**src/rtl/gpr_wb_if.sv**
```systemverilog
// rtl/gpr_wb_if.sv - writeback arbiter bus bundle (ALU stream, load stream, register file write port, busy)
//
// Purpose: groups every signal between the execute/memory stages, the
// writeback arbiter and the register file write port.
// Signals:
//   alu_valid/alu_dest/alu_data       ALU result stream (never stalled)
//   ld_valid/ld_ready/ld_dest/ld_data load result stream (valid/ready)
//   reg_write_en/dest/data            registered register file write port
//   busy[7:0]                         per-register pending-load scoreboard
// Modports:
//   slave  - the arbiter side
//   master - the producer / register file side
interface gpr_wb_if #(
  parameter int DATA_WIDTH = 15
);
  logic                  alu_valid;
  logic [2:0]            alu_dest;
  logic [DATA_WIDTH:0]   alu_data;
  logic                  ld_valid;
  logic                  ld_ready;
  logic [2:0]            ld_dest;
  logic [DATA_WIDTH:0]   ld_data;
  logic                  reg_write_en;
  logic [2:0]            reg_write_dest;
  logic [DATA_WIDTH:0]   reg_write_data;
  logic [7:0]            busy;

  modport slave (
    input  alu_valid, alu_dest, alu_data,
    input  ld_valid, ld_dest, ld_data,
    output ld_ready,
    output reg_write_en, reg_write_dest, reg_write_data,
    output busy
  );

  modport master (
    output alu_valid, alu_dest, alu_data,
    output ld_valid, ld_dest, ld_data,
    input  ld_ready,
    input  reg_write_en, reg_write_dest, reg_write_data,
    input  busy
  );
endinterface

```
**src/rtl/gpr_wb_arbiter.sv**
```systemverilog
// rtl/gpr_wb_arbiter.sv - GPR writeback arbiter merging ALU results with a queued load stream
//
// Purpose: drives the single register file write port. ALU results always
// win and are written one cycle later; load results wait in an in-order
// circular queue of DEPTH entries. An ALU write to register d cancels every
// queued load to d (it is newer), so write-after-write order is preserved.
// Ports:
//   clk    rising-edge clock
//   rst_n  synchronous active-low reset
//   bus    gpr_wb_if.slave (ALU stream, load stream, write port, busy)
// Parameters:
//   DATA_WIDTH  MSB index of the data buses
//   DEPTH       load queue entries (power of two, 2..8)
// Build option:
//   GPR_WB_ZERO_REG_EN  register 0 is hardwired zero; writes to it are dropped
module gpr_wb_arbiter #(
  parameter int DATA_WIDTH = 15,
  parameter int DEPTH      = 2
) (
  input  logic      clk,
  input  logic      rst_n,
  gpr_wb_if.slave   bus
);
  localparam int PW = (DEPTH > 1) ? $clog2(DEPTH) : 1;
  localparam int CW = $clog2(DEPTH + 1);

  logic [2:0]          q_dest [DEPTH];
  logic [DATA_WIDTH:0] q_data [DEPTH];
  logic [DEPTH-1:0]    q_live;
  logic [PW-1:0]       rd_ptr;
  logic [PW-1:0]       wr_ptr;
  logic [CW-1:0]       count;

  logic alu_eff;
  logic ld_acc;
  logic ld_enq;
  logic head_live;
  logic pop;
  logic enq_live;
  logic [7:0] busy_c;

  // Ready depends only on registered occupancy, never on a same-cycle pop.
  assign bus.ld_ready = (count < CW'(DEPTH)) & rst_n;
  assign ld_acc       = bus.ld_valid & bus.ld_ready;

`ifdef GPR_WB_ZERO_REG_EN
  // Register 0 is constant: ALU writes to it vanish (and kill nothing);
  // loads to it complete the handshake but are never queued.
  assign alu_eff = bus.alu_valid & (bus.alu_dest != 3'd0);
  assign ld_enq  = ld_acc & (bus.ld_dest != 3'd0);
`else
  assign alu_eff = bus.alu_valid;
  assign ld_enq  = ld_acc;
`endif

  assign head_live = (count != '0) & q_live[rd_ptr];
  // A dead head drains even while the ALU owns the port; a live head only
  // leaves when it actually gets the write port.
  assign pop       = (count != '0) & (~head_live | ~alu_eff);
  // A load arriving with a same-cycle ALU write to the same register is the
  // older of the two, so it enters the queue already dead.
  assign enq_live  = ~(alu_eff & (bus.ld_dest == bus.alu_dest));

  always_ff @(posedge clk) begin
    if (!rst_n) begin
      rd_ptr             <= '0;
      wr_ptr             <= '0;
      count              <= '0;
      q_live             <= '0;
      bus.reg_write_en   <= 1'b0;
      bus.reg_write_dest <= 3'd0;
      bus.reg_write_data <= '0;
      for (int i = 0; i < DEPTH; i++) begin
        q_dest[i] <= 3'd0;
        q_data[i] <= '0;
      end
    end else begin
      for (int i = 0; i < DEPTH; i++) begin
        if (alu_eff && (q_dest[i] == bus.alu_dest))
          q_live[i] <= 1'b0;
      end

      // Clearing live on pop keeps busy limited to occupied slots.
      if (pop) begin
        q_live[rd_ptr] <= 1'b0;
        rd_ptr         <= rd_ptr + PW'(1);
      end

      // Push never targets the popped slot: push needs count<DEPTH and pop
      // needs count>0, so wr_ptr==rd_ptr cannot coincide with both.
      if (ld_enq) begin
        q_dest[wr_ptr] <= bus.ld_dest;
        q_data[wr_ptr] <= bus.ld_data;
        q_live[wr_ptr] <= enq_live;
        wr_ptr         <= wr_ptr + PW'(1);
      end

      count <= count + {{(CW-1){1'b0}}, ld_enq} - {{(CW-1){1'b0}}, pop};

      if (alu_eff) begin
        bus.reg_write_en   <= 1'b1;
        bus.reg_write_dest <= bus.alu_dest;
        bus.reg_write_data <= bus.alu_data;
      end else if (head_live) begin
        bus.reg_write_en   <= 1'b1;
        bus.reg_write_dest <= q_dest[rd_ptr];
        bus.reg_write_data <= q_data[rd_ptr];
      end else begin
        bus.reg_write_en   <= 1'b0;
      end
    end
  end

  // Scoreboard of registers with a pending load, from registered state only.
  always_comb begin
    busy_c = 8'd0;
    for (int i = 0; i < DEPTH; i++) begin
      if (q_live[i])
        busy_c[q_dest[i]] = 1'b1;
    end
  end

  assign bus.busy = busy_c;
endmodule

```
**src/flat_wrapper.sv**
```systemverilog
// flat-port wrapper written by rule: the top's interface ports become plain ports
module gpr_wb_arbiter_flat 
#(
  parameter int DATA_WIDTH = 15,
  parameter int DEPTH      = 2
)
  (clk, rst_n, bus_alu_valid, bus_alu_dest, bus_alu_data, bus_ld_valid, bus_ld_dest, bus_ld_data, bus_ld_ready, bus_reg_write_en, bus_reg_write_dest, bus_reg_write_data, bus_busy);
  gpr_wb_if #(.DATA_WIDTH(DATA_WIDTH)) bus_i ();
  input  logic clk;
  input  logic rst_n;
  input wire logic [$bits(bus_i.alu_valid)-1:0] bus_alu_valid;
  input wire logic [$bits(bus_i.alu_dest)-1:0] bus_alu_dest;
  input wire logic [$bits(bus_i.alu_data)-1:0] bus_alu_data;
  input wire logic [$bits(bus_i.ld_valid)-1:0] bus_ld_valid;
  input wire logic [$bits(bus_i.ld_dest)-1:0] bus_ld_dest;
  input wire logic [$bits(bus_i.ld_data)-1:0] bus_ld_data;
  output wire logic [$bits(bus_i.ld_ready)-1:0] bus_ld_ready;
  output wire logic [$bits(bus_i.reg_write_en)-1:0] bus_reg_write_en;
  output wire logic [$bits(bus_i.reg_write_dest)-1:0] bus_reg_write_dest;
  output wire logic [$bits(bus_i.reg_write_data)-1:0] bus_reg_write_data;
  output wire logic [$bits(bus_i.busy)-1:0] bus_busy;
  assign bus_i.alu_valid = bus_alu_valid;
  assign bus_i.alu_dest = bus_alu_dest;
  assign bus_i.alu_data = bus_alu_data;
  assign bus_i.ld_valid = bus_ld_valid;
  assign bus_i.ld_dest = bus_ld_dest;
  assign bus_i.ld_data = bus_ld_data;
  assign bus_ld_ready = bus_i.ld_ready;
  assign bus_reg_write_en = bus_i.reg_write_en;
  assign bus_reg_write_dest = bus_i.reg_write_dest;
  assign bus_reg_write_data = bus_i.reg_write_data;
  assign bus_busy = bus_i.busy;
  gpr_wb_arbiter #(.DATA_WIDTH(DATA_WIDTH), .DEPTH(DEPTH)) u_core (.clk(clk), .rst_n(rst_n), .bus(bus_i));
endmodule
```
**config.mk**
```make
export PLATFORM = sky130hd
export DESIGN_NAME = gpr_wb_arbiter_flat
export DESIGN_NICKNAME = d
export VERILOG_FILES = /design/src/rtl/gpr_wb_if.sv /design/src/rtl/gpr_wb_arbiter.sv /design/src/flat_wrapper.sv
export SDC_FILE = /design/constraint.sdc
export NUM_CORES = 1
export LEC_CHECK = 0
export CAP_MARGIN = 20
export CORE_AREA = 4 4 82 84
export DETAILED_ROUTE_END_ITERATION = 12
export DIE_AREA = 0 0 86 88
export PLACE_DENSITY = 0.84
export SLEW_MARGIN = 20
export SYNTH_ARGS = -nofsm -noshare
export SYNTH_HDL_FRONTEND = slang
export SYNTH_SLANG_ARGS = --single-unit
```
**constraint.sdc**
```tcl
create_clock -name clk -period 5.5 [get_ports clk]
set_input_delay 0.825 -clock clk [delete_from_list [all_inputs] [get_ports clk]]
set_output_delay 0.825 -clock clk [all_outputs]
set_load 0.05 [all_outputs]
```
==> impl_results.md, run 1 <==
* First DRT Iteration DRCs at 110
* Final wirelength at approximately 7.5 mm
* CTS-repair resized insts at 0
* Die X at approximately 86 um
* Critical path startpoint category: input port
* Area occupied by multi-input gates at about 1300 um^2
* TritonCTS Sinks at between 60 and 70
* Routed Antenna Nets at 0
* Fillcell total at 467
* CP Buf/Inv Count at 2
* Max incr delay on CP at around 0.8 ns
* Clock Tree Buf Depth at 2
* Post-DR wirelength/cell at roughly 18 um
* Overall die height at 88 um
* H-Tree Depth at 3
* Synth Register Bits at 65
* Sequential area share after synthesis at 0.5344
* Vias in the first global route at about 2300
* Crit end category: output port
* Delay-heaviest family, CP: buffers and inverters
* Syn_nets at 313
* Most common library cells after synthesis: and2_1, edfxtp_1, dfxtp_1
* Nets at 373
* Core area at 5921 um^2
* Vias per cell at approximately 5.9
* Later-pin clock latency in the skew report at about 0.35 ns
* Crit path DAT at 2.45 ns
* Leak at around 0.0014 uW
* Diode count at 0
* Gpl congestion at between 0.7 and 0.8
* Worst VDD drop at between 0.3 and 0.4 mV
* Total global-route track usage at 0.2044
* Hold-fix buffers, CTS at 0
* Outcome: finished clean
* Worst-Margin Slew at about 1.0 ns
* HP Class: register to register
* Critical R2R Launch: u_core.count[1]
* Final Core Density at 0.6758
* Remaining Overflow, GRT at 0
* Worst Reg-to-Reg Cells at 2
* Register cell area after layout at 1683 um^2
* Initial antenna violation count at 0
* Worst reg2reg setup slack at between 3 and 4 ns
* DR pass1 iterations at 4
* Unique masters post-synth at 37
* Hold Crit Start: u_core.wr_ptr
* Critical path, cell by cell: buf_2, nor2b_1, clkdlybuf4s50_1
* Worst-path fanout max at 53
* Clock root cell: clkbuf_8
* Post-CTS Setup Inserts at 0
* Largest net degree at the start of global routing at 54
* Site row count at 28
* Synth Instances at between 200 and 300
* Synth top area share at 0.3626
* CP max stage cell: clkdlybuf4s50_1
* Maxcap violations at 0
* Synth async-reset ratio at 0
* Syn Std Cell Area at approximately 3100 um^2
* Remaining DRCs at 0
* Total CTS buffers at 9
* CTS tree: done
* Post-synthesis average cell area at 11.70 um^2
* Critical Path RT at between 4 and 5 ns
* Setup Crit Path Kind: input port to output port
* Final hold vios at 0
* Number of synthesized flops with an enable pin at 38
* Pwr Density at ~350 nW/um^2
* First-pass GRT wire length at 11.69 mm
* Area leader, netlist: edfxtp_1
* Max Fclk at slightly above 300 MHz
* Port buffer count at 70
* Layout cells sized above 1 at 0.08084
* Worst Hold End: u_core.wr_ptr
* Die ar. at roughly 7600 um^2
* Final setup fails at 0
* Top-count cell post-synth: and2_1
* Slew Viols, Final at 0
* RSZ-0062 raised after global routing: no
* Initial Util at 0.5315
* Setup TNS at 0 ns
* Top post-synthesis cells by area: edfxtp_1, dfxtp_1, and2_1, mux2i_1, o2111ai_1
* Fin crit period at 3.277 ns
* Layout area overhead at 27.16%
* Slew headroom at 0.2901
* Final period util at 0.5959
* Setup Skew at 0.008685 ns
* Worst Hold Depth at 2
* HPWL Detailed at about 5 mm
* Top FF cell, synth: edfxtp_1
* Reg-to-reg endpoint: u_core.q_dest[1][2]
* Yosys warnings at 0
* # IOs at 71
* Clk pin slew, worst setup/hold paths at approximately 0.070 ns
* Vias at between 2000 and 2500
area by class of cell:
| class | count | area share |
|---|---|---|
| sequential | 65 | 0.4206 |
| inverter | 4 | 0.003752 |
| timing repair buffer | 71 | 0.1757 |
| clock buffer | 9 | 0.03096 |
| tap | 75 | 0.02345 |
| multi-input combinational | 178 | 0.3336 |
| clock inverter | 7 | 0.01188 |
state kept, by name, summed over array words and instances, names as in the netlist, named ones only:
name	cells
u_core.q_data	32
u_core.bus.reg_write_data	16
u_core.q_dest	6
u_core.bus.reg_write_dest	3
u_core.count	2
u_core.q_live	2
u_core.bus.reg_write_en	1
u_core.rd_ptr	1
u_core.wr_ptr	1
per-stage QoR:
step / setup WS [ns] / area, um^2 / cells / hold slack (ns) / total power (uW)
final: 2.223 / 4001 / 409 / 0.5094 / 1410
after global routing: 2.091 / 4001 / 409 / 0.5355 / 1467
after CTS: 2.205 / 4000 / 409 / 0.5050 / 1410
after detailed placement: 1.968 / 3829 / 393 / 0.5000 / 1066
after global placement: 2.041 / 3826 / 393 / 0.4677 / 1051
after floorplan: 2.536 / 3147 / 269 / 0.4531 / 944.0
cell usage in the layout (no fill, tap or decap), types with 6 or more instances in the layout:
master and n:
dfxtp_1 26, xnor2_1 8, nand2b_1 8, nand3_1 19, o2111ai_1 19, clkdlybuf4s50_1 69
nand2_1 9, o22ai_1 6, clkbuf_8 9, and2_1 41, mux2i_1 21, edfxtp_1 38
o311ai_1 19
worst register-to-register path: cells and delay by family (launching register included):
family	cells	cell delay (ns)
simple gates	2	1.59
flops	1	0.38
routing by layer:
layer,track usage,vias up,routed length [um]
met2,0.3301,113,3731
met4,0.07914,0,118
met5,0,-,0
met1,0.2583,1149,3106
li1,-,1154,-
met3,0.06303,12,530
power breakdown:
| group | internal, uW | switching, uW | leakage (uW) |
|---|---|---|---|
| Combinational | 175 | 229 | 0.000693 |
| Sequential | 576 | 74.6 | 0.000620 |
| Clock | 162 | 193 | 0.0000850 |
| Total | 913 | 496 | 0.00140 |
worst max-delay path by stage:
stage / depth (start not counted) / from / end
final: 3 / rst_n / bus_ld_ready
after global routing: 3 / rst_n / bus_ld_ready
after CTS: 3 / rst_n / bus_ld_ready
after detailed placement: 3 / rst_n / u_core.q_data[1][10]
after global placement: 3 / rst_n / u_core.q_data[1][9]
after floorplan: 4 / rst_n / bus_ld_ready
cells by family (layout without fill, tap and decap cells):
logic type                 Yosys count  in the layout  share of synthesized area
xor gates and xnor gates            11             11                    0.03062
adders and majority gates            2              2                   0.007951
and+or+nand+nor                     89             89                     0.1662
muxes                               23             23                    0.07594
AOI/OAI and AO/OA                   53             53                     0.1427
buffers and inverters               26             91                    0.04214
DFF                                 65             65                     0.5344
(Power assumes the default switching activity.)
==> run 2: changes to the inputs <==
CORE_AREA = 4 4 89 91   (was 4 4 82 84)
DIE_AREA = 0 0 93 95   (was 0 0 86 88)
PLACE_DENSITY = 0.75   (was 0.84)
clock period = 3 ns   (was 5.5 ns; I/O delays follow)
==> run 2 against run 1 <==
Compared with the run above:
- first-iteration DRC count down 0.91%
- critical endpoint is now bus_busy[0]
- largest power group unchanged
- cell count rose by 8.3%
- non-clock buffer count rose by 10
- power increased by 90%
- flip-flop and latch count unchanged
- design area rose by 3.3%
- die area increased by 17%
- global-route usage is 2.2 points lower
- core utilization fell by 9.7 points
- clock power rose by 100%
- wire length increased by 4.2%
==> impl_results.md, run 2 (synthesis results as in run 1) <==
* Remaining Overflow, GRT at 0 (unchanged)
* GR Layer Usage met2 at 0.3047 (-0.02532)
* Setup TNS at 0 ns (unchanged)
* Diode count at 0 (unchanged)
* Layout area overhead at 31.33%
* HP Class: register to register
* Post-DR wirelength/cell at 17.61 um (-3.8%)
* Maxcap violations at 0 (unchanged)
* Max Fclk at roughly 390 MHz
* Total CTS buffers at 9 (unchanged)
* Sw Share at 0.3284 (-0.02365)
* Crit path DAT at 2.12 ns (-0.33 ns)
* Clock root cell: clkbuf_8
* RSZ-0062 raised after global routing: no
* Slew Viols, Final at 0 (unchanged)
* Worst-path fanout max at 4 (-92%)
* Largest net degree at the start of global routing at 30 (-44%)
* DR pass1 iterations at 4 (unchanged)
* H-Tree Depth at 3 (unchanged)
* Clk pin slew, worst setup/hold paths at 0.07 ns (about the same)
* M1 GR Usage at 0.2260 (-0.03222)
* Critical Path RT at 2.55 ns (-2.13 ns)
* Critical path startpoint category: register
* Remaining DRCs at 0 (unchanged)
* Vias per cell at 5.598 (-5.7%)
* Final period util at 0.8550
* Layout cells sized above 1 at 0.09302 (+0.01218)
* Later-pin clock latency in the skew report at 0.33 ns (-0.02 ns)
* Crit end category: output port
* Internal power at 1800 uW (+97%)
* Final wirelength at 7.800 mm (+4.2%)
* # IOs at 71 (unchanged)
* Met3 Use GR at 0.04940 (-0.01363)
* Port buffer count at 70 (unchanged)
* Max reg flops at 32 (unchanged)
* Outcome: finished clean
* CTS-repair resized insts at 0 (unchanged)
* Worst VDD drop at 0.2419 mV (-20%)
* First DRT Iteration DRCs at 109 (-0.91%)
* Fillcell total at 651 (+39%)
* Clock Power Share at 0.267 (+0.015)
* Worst-Margin Slew at 0.8352 ns (-0.2089 ns)
* Nets at 383 (+2.7%)
* HPWL Detailed at 5.217 mm (+4.3%)
* Register cell area after layout at 1682 um^2 (about the same)
* Routed Antenna Nets at 0 (unchanged)
* WHS at 0.4845 ns (-0.02491 ns)
* Site row count at 31 (+11%)
* Total global-route track usage at 0.1823 (-0.02212)
* Tot Pwr at 2680 uW (+90%)
* Final hold vios at 0 (unchanged)
* Commonest non-fill, non-tap cell in the layout: clkdlybuf4s50_1
* Setup Crit Path Kind: register to output port
* Area occupied by multi-input gates at 1333 um^2 (-0.19%)
* First-pass GRT wire length at 12.34 mm (+5.6%)
* Vias at 2480 (+2.1%)
* Grt peak-use layer: met2
* Largest regs: u_core.q_data: 32 flops, u_core.bus.reg_write_data: 16 flops, u_core.q_dest: 6 flops
* TritonCTS Sinks at 65 (unchanged)
* Post-CTS Setup Inserts at 0 (unchanged)
* Gpl congestion at 0.8171 (+4.8%)
* CTS tree: done
* Fin crit period at between 2 and 3 ns
* Vias in the first global route at 2533 (+10%)
* Initial Util at 0.4409 (-0.09057)
* Setup Skew at 0.008432 ns (-0.0002532 ns)
* Clock Tree Buf Depth at 2 (unchanged)
* Die X at 93 um (+8.1%)
* Most frequent cells in the layout: clkdlybuf4s50_1, and2_1, edfxtp_1
* Hold-fix buffers, CTS at 0 (unchanged)
* Core area at 7137 um^2 (+21%)
* Pwr Density at 648.4 nW/um^2 (+84%)
* Worst Reg-to-Reg Cells at 8 (+6)
* Worst Hold Depth at 2 (unchanged)
* Biggest register: u_core.q_data
* Logic pwr share at 0.306 (+0.019)
* Overall die height at 95 um (+8.0%)
* Net Switching at 880.2 uW (+77%)
* Reg power frac at 0.427 (-0.034)
* Die ar. at 8835 um^2 (+17%)
* Final setup fails at 0 (unchanged)
* Slew headroom at 0.4418 (+0.1517)
* Initial antenna violation count at 0 (unchanged)
* Leak at 0.001465 uW (+4.7%)
## run 2: power by group through the flow
stage / Clock, uW / Sequential [uW] / Combinational [uW]
CTS: 730 / 1140 / 827
global route: 771 / 1160 / 877
detailed placement: 0 / 1160 / 820
floorplan: 0 / 1210 / 518
finish: 715 / 1140 / 821
global placement: 0 / 1160 / 805
## run 2: final timing paths
path                            start  slack (ns)         endpoint
hold reg to reg         u_core.wr_ptr        0.48    u_core.wr_ptr
setup / recovery  u_core.q_dest[1][0]        0.43      bus_busy[0]
setup reg to reg        u_core.rd_ptr        1.01  u_core.count[1]
hold / removal          u_core.wr_ptr        0.48    u_core.wr_ptr
## run 2: final cells by class
cell class,instances,share of cell area
Inverter,4,0.003633
Timing Repair Buffer,81,0.1913
Clock inverter,4,0.01060
Tap cell,99,0.02997
Multi-Input combinational cell,178,0.3224
Sequential cell,65,0.4069
Clock buffer,12,0.03512
## run 2: through the flow
stage                     utilization  cell area (um^2)  setup slack, ns  cells
after detailed placement       0.5526              3944           0.7690    427
after global placement         0.5526              3944           0.8378    427
after global routing           0.5791              4133           0.3259    443
after floorplan                     -              3147           0.7128    269
after CTS                      0.5791              4133           0.3977    443
final                          0.5791              4133           0.4349    443
## run 2: worst max-delay path, stage by stage, from the launching register on
cell             delay (ns)
edfxtp_1               0.43
nand2b_1               0.23
o32ai_1                0.27
clkdlybuf4s50_1        0.86
## run 2: routing by layer
| layer | routed length, um | share of wire |
|---|---|---|
| met1 | 3303 | 0.42 |
| met2 | 3814 | 0.49 |
| met3 | 540 | 0.069 |
| met4 | 142 | 0.018 |
| met5 | 0 | 0 |
==> run 3: changes to the inputs <==
CTS_BUF_LIST = sky130_fd_sc_hd__clkbuf_16   (was default)
==> run 3 against run 2 <==
Compared with the run above:
- wire length grew 1.6%
- clock skew shrank 0.0020 ns
- combinational power hardly changed
- global-route usage increased by 0.40 points
- sequential power barely moved
- cell count unchanged
- worst setup slack improved by 0.0082 ns
- hold slack worse by 0.0023 ns
- design area grew 2.2%
- sequential share of layout area decreased by 0.88 points
- non-clock buffer count is the same
- core utilization up 1.3 points
==> impl_results.md, run 3 (synthesis results as in run 1) <==
* Outcome: finished clean
* Largest regs: u_core.q_data: 32 flops, u_core.bus.reg_write_data: 16 flops, u_core.q_dest: 6 flops
* Biggest register: u_core.q_data
* Leak at 0.001514 uW (+3.3%)
* Layout area overhead at 34.23%
* Post-CTS Setup Inserts at 0 (unchanged)
* Vias in the first global route at 2526 (-0.28%)
* Core area at 7137 um^2 (unchanged)
* Internal power at 2027 uW (+13%)
* Initial antenna violation count at 0 (unchanged)
* Setup TNS at 0 ns (unchanged)
* Maxcap violations at 0 (unchanged)
* Critical path startpoint category: register
* Die ar. at 8835 um^2 (unchanged)
* Final hold vios at 0 (unchanged)
* Later-pin clock latency in the skew report at 0.32 ns (about the same)
* Critical R2R Launch: u_core.rd_ptr
* Slew headroom at 0.4465 (+0.004678)
* Critical Path RT at 2.55 ns (about the same)
* Total global-route track usage at 0.1864 (+0.004042)
* Clk pin slew, worst setup/hold paths at 0.05 ns (-0.02 ns)
* H-Tree Depth at 3 (unchanged)
* Worst reg2reg setup slack at 1.03 ns (+0.02 ns)
* Overall die height at 95 um (unchanged)
* Logic pwr share at 0.279 (-0.027)
* # IOs at 71 (unchanged)
* Remaining Overflow, GRT at 0 (unchanged)
* Diode count at 0 (unchanged)
* Layout cells sized above 1 at 0.09012 (-0.002907)
* Max reg flops at 32 (unchanged)
* First-pass GRT wire length at 12.47 mm (+1.1%)
* Vias at 2471 (-0.36%)
* Crit path DAT at 2.11 ns (about the same)
* Final period util at 0.8523 (-0.002742)
* Die X at 93 um (unchanged)
* Reg power frac at 0.390 (-0.037)
* CTS-repair resized insts at 0 (unchanged)
* Setup Skew at 0.006425 ns (-0.002007 ns)
* Fin area at 4224 um^2 (+2.2%)
* Hold-fix buffers, CTS at 0 (unchanged)
* Final wirelength at 7.922 mm (+1.6%)
* Gpl congestion at 0.8171 (unchanged)
* Worst-path fanout max at 4 (unchanged)
* Worst-Margin Slew at 0.8282 ns (-0.007001 ns)
* Remaining DRCs at 0 (unchanged)
* HPWL Detailed at 5.217 mm (unchanged)
* RSZ-0062 raised after global routing: no
* Crit end category: output port
* Final setup fails at 0 (unchanged)
* Area after DPL at 3944 um^2 (unchanged)
* TritonCTS Sinks at 65 (unchanged)
* Routed Antenna Nets at 0 (unchanged)
* Net Switching at 913.0 uW (+3.7%)
* First DRT Iteration DRCs at 107 (-1.8%)
* Hold Crit Start: u_core.wr_ptr
* Worst Hold Depth at 2 (unchanged)
* Clock Tree Buf Depth at 2 (unchanged)
* Vias per cell at 5.578 (-0.36%)
* Total CTS buffers at 9 (unchanged)
* HP Class: register to register
* Initial Util at 0.4409 (unchanged)
* Fin crit period at 2.557 ns (-0.008226 ns)
* Max Fclk at 391.1 MHz (+0.32%)
* Worst Hold End: u_core.wr_ptr
* DR pass1 iterations at 4 (unchanged)
* Most frequent cells in the layout: clkdlybuf4s50_1, and2_1, edfxtp_1
* Worst Reg-to-Reg Cells at 8 (unchanged)
* Post-DR wirelength/cell at 17.88 um (+1.6%)
* Largest net degree at the start of global routing at 30 (unchanged)
* Pwr Density at 696.0 nW/um^2 (+7.3%)
* CTS tree: done
* Nets at 383 (unchanged)
* Clock Power Share at 0.331 (+0.064)
* Port buffer count at 70 (unchanged)
* Worst VDD drop at 0.2926 mV (+21%)
* Site row count at 31 (unchanged)
* Commonest non-fill, non-tap cell in the layout: clkdlybuf4s50_1
* Reg-to-reg endpoint: u_core.count[1]
* Sw Share at 0.3105 (-0.01791)
* Clock root cell: clkbuf_16
* Slew Viols, Final at 0 (unchanged)
* Setup Crit Path Kind: register to output port
-- run 3: cell types whose count changed in the layout (fill, tap and decap cells not counted), sizes merged --
cell,change
inv,+2
clkbuf,-3
clkinv,+1
-- run 3: how the worst max path moves through the flow --
stage,startpoint,endpoint,cells after the start
floorplan,u_core.q_dest[1][0],bus_busy[0],2
global placement,u_core.q_dest[0][1],bus_busy[0],3
detailed placement,u_core.q_dest[1][0],bus_busy[0],3
CTS,u_core.q_dest[1][0],bus_busy[0],3
global route,u_core.q_dest[1][0],bus_busy[0],3
finish,u_core.q_dest[1][0],bus_busy[0],3
-- run 3: through the flow --
stage | hold slack [ns] | utilization | total power (uW) | instances | setup slack (ns)
after floorplan | 0.4531 | - | 1731 | 269 | 0.7128
after global placement | 0.4622 | 0.5526 | 1963 | 427 | 0.8378
after detailed placement | 0.4710 | 0.5526 | 1982 | 427 | 0.7690
after CTS | 0.4796 | 0.5919 | 2956 | 443 | 0.4139
after global routing | 0.5311 | 0.5919 | 3074 | 443 | 0.3377
final | 0.4822 | 0.5919 | 2940 | 443 | 0.4431
-- run 3: critical path, cell delays in order (launching register included) --
cell,delay (ns)
edfxtp_1,0.43
nand2b_1,0.23
o32ai_1,0.27
clkdlybuf4s50_1,0.86
-- run 3: layout make-up --
class / instances / area [um^2]
inverter: 4 / 15.01
multi-input combinational: 178 / 1333
timing repair buffer: 81 / 790.8
fill: 639 / 2913
sequential: 65 / 1682
clock inverter: 7 / 55.05
clock buffer: 9 / 225.2
tap: 99 / 123.9
-- run 3: per-layer routing --
layer,share of wire,wire length [um],GRT usage,up-vias
li1,-,-,-,1178
met1,0.42,3353,0.2295,1195
met2,0.49,3903,0.3083,85
met3,0.064,509,0.05339,13
met4,0.020,155,0.07570,0
met5,0,0,0,-
-- run 3: power groups by stage --
stage,Clock (uW),Sequential [uW],Combinational [uW]
after floorplan,0,1210,518
after global placement,0,1160,805
after detailed placement,0,1160,820
after CTS,985,1150,825
after global routing,1040,1160,877
final,974,1150,820
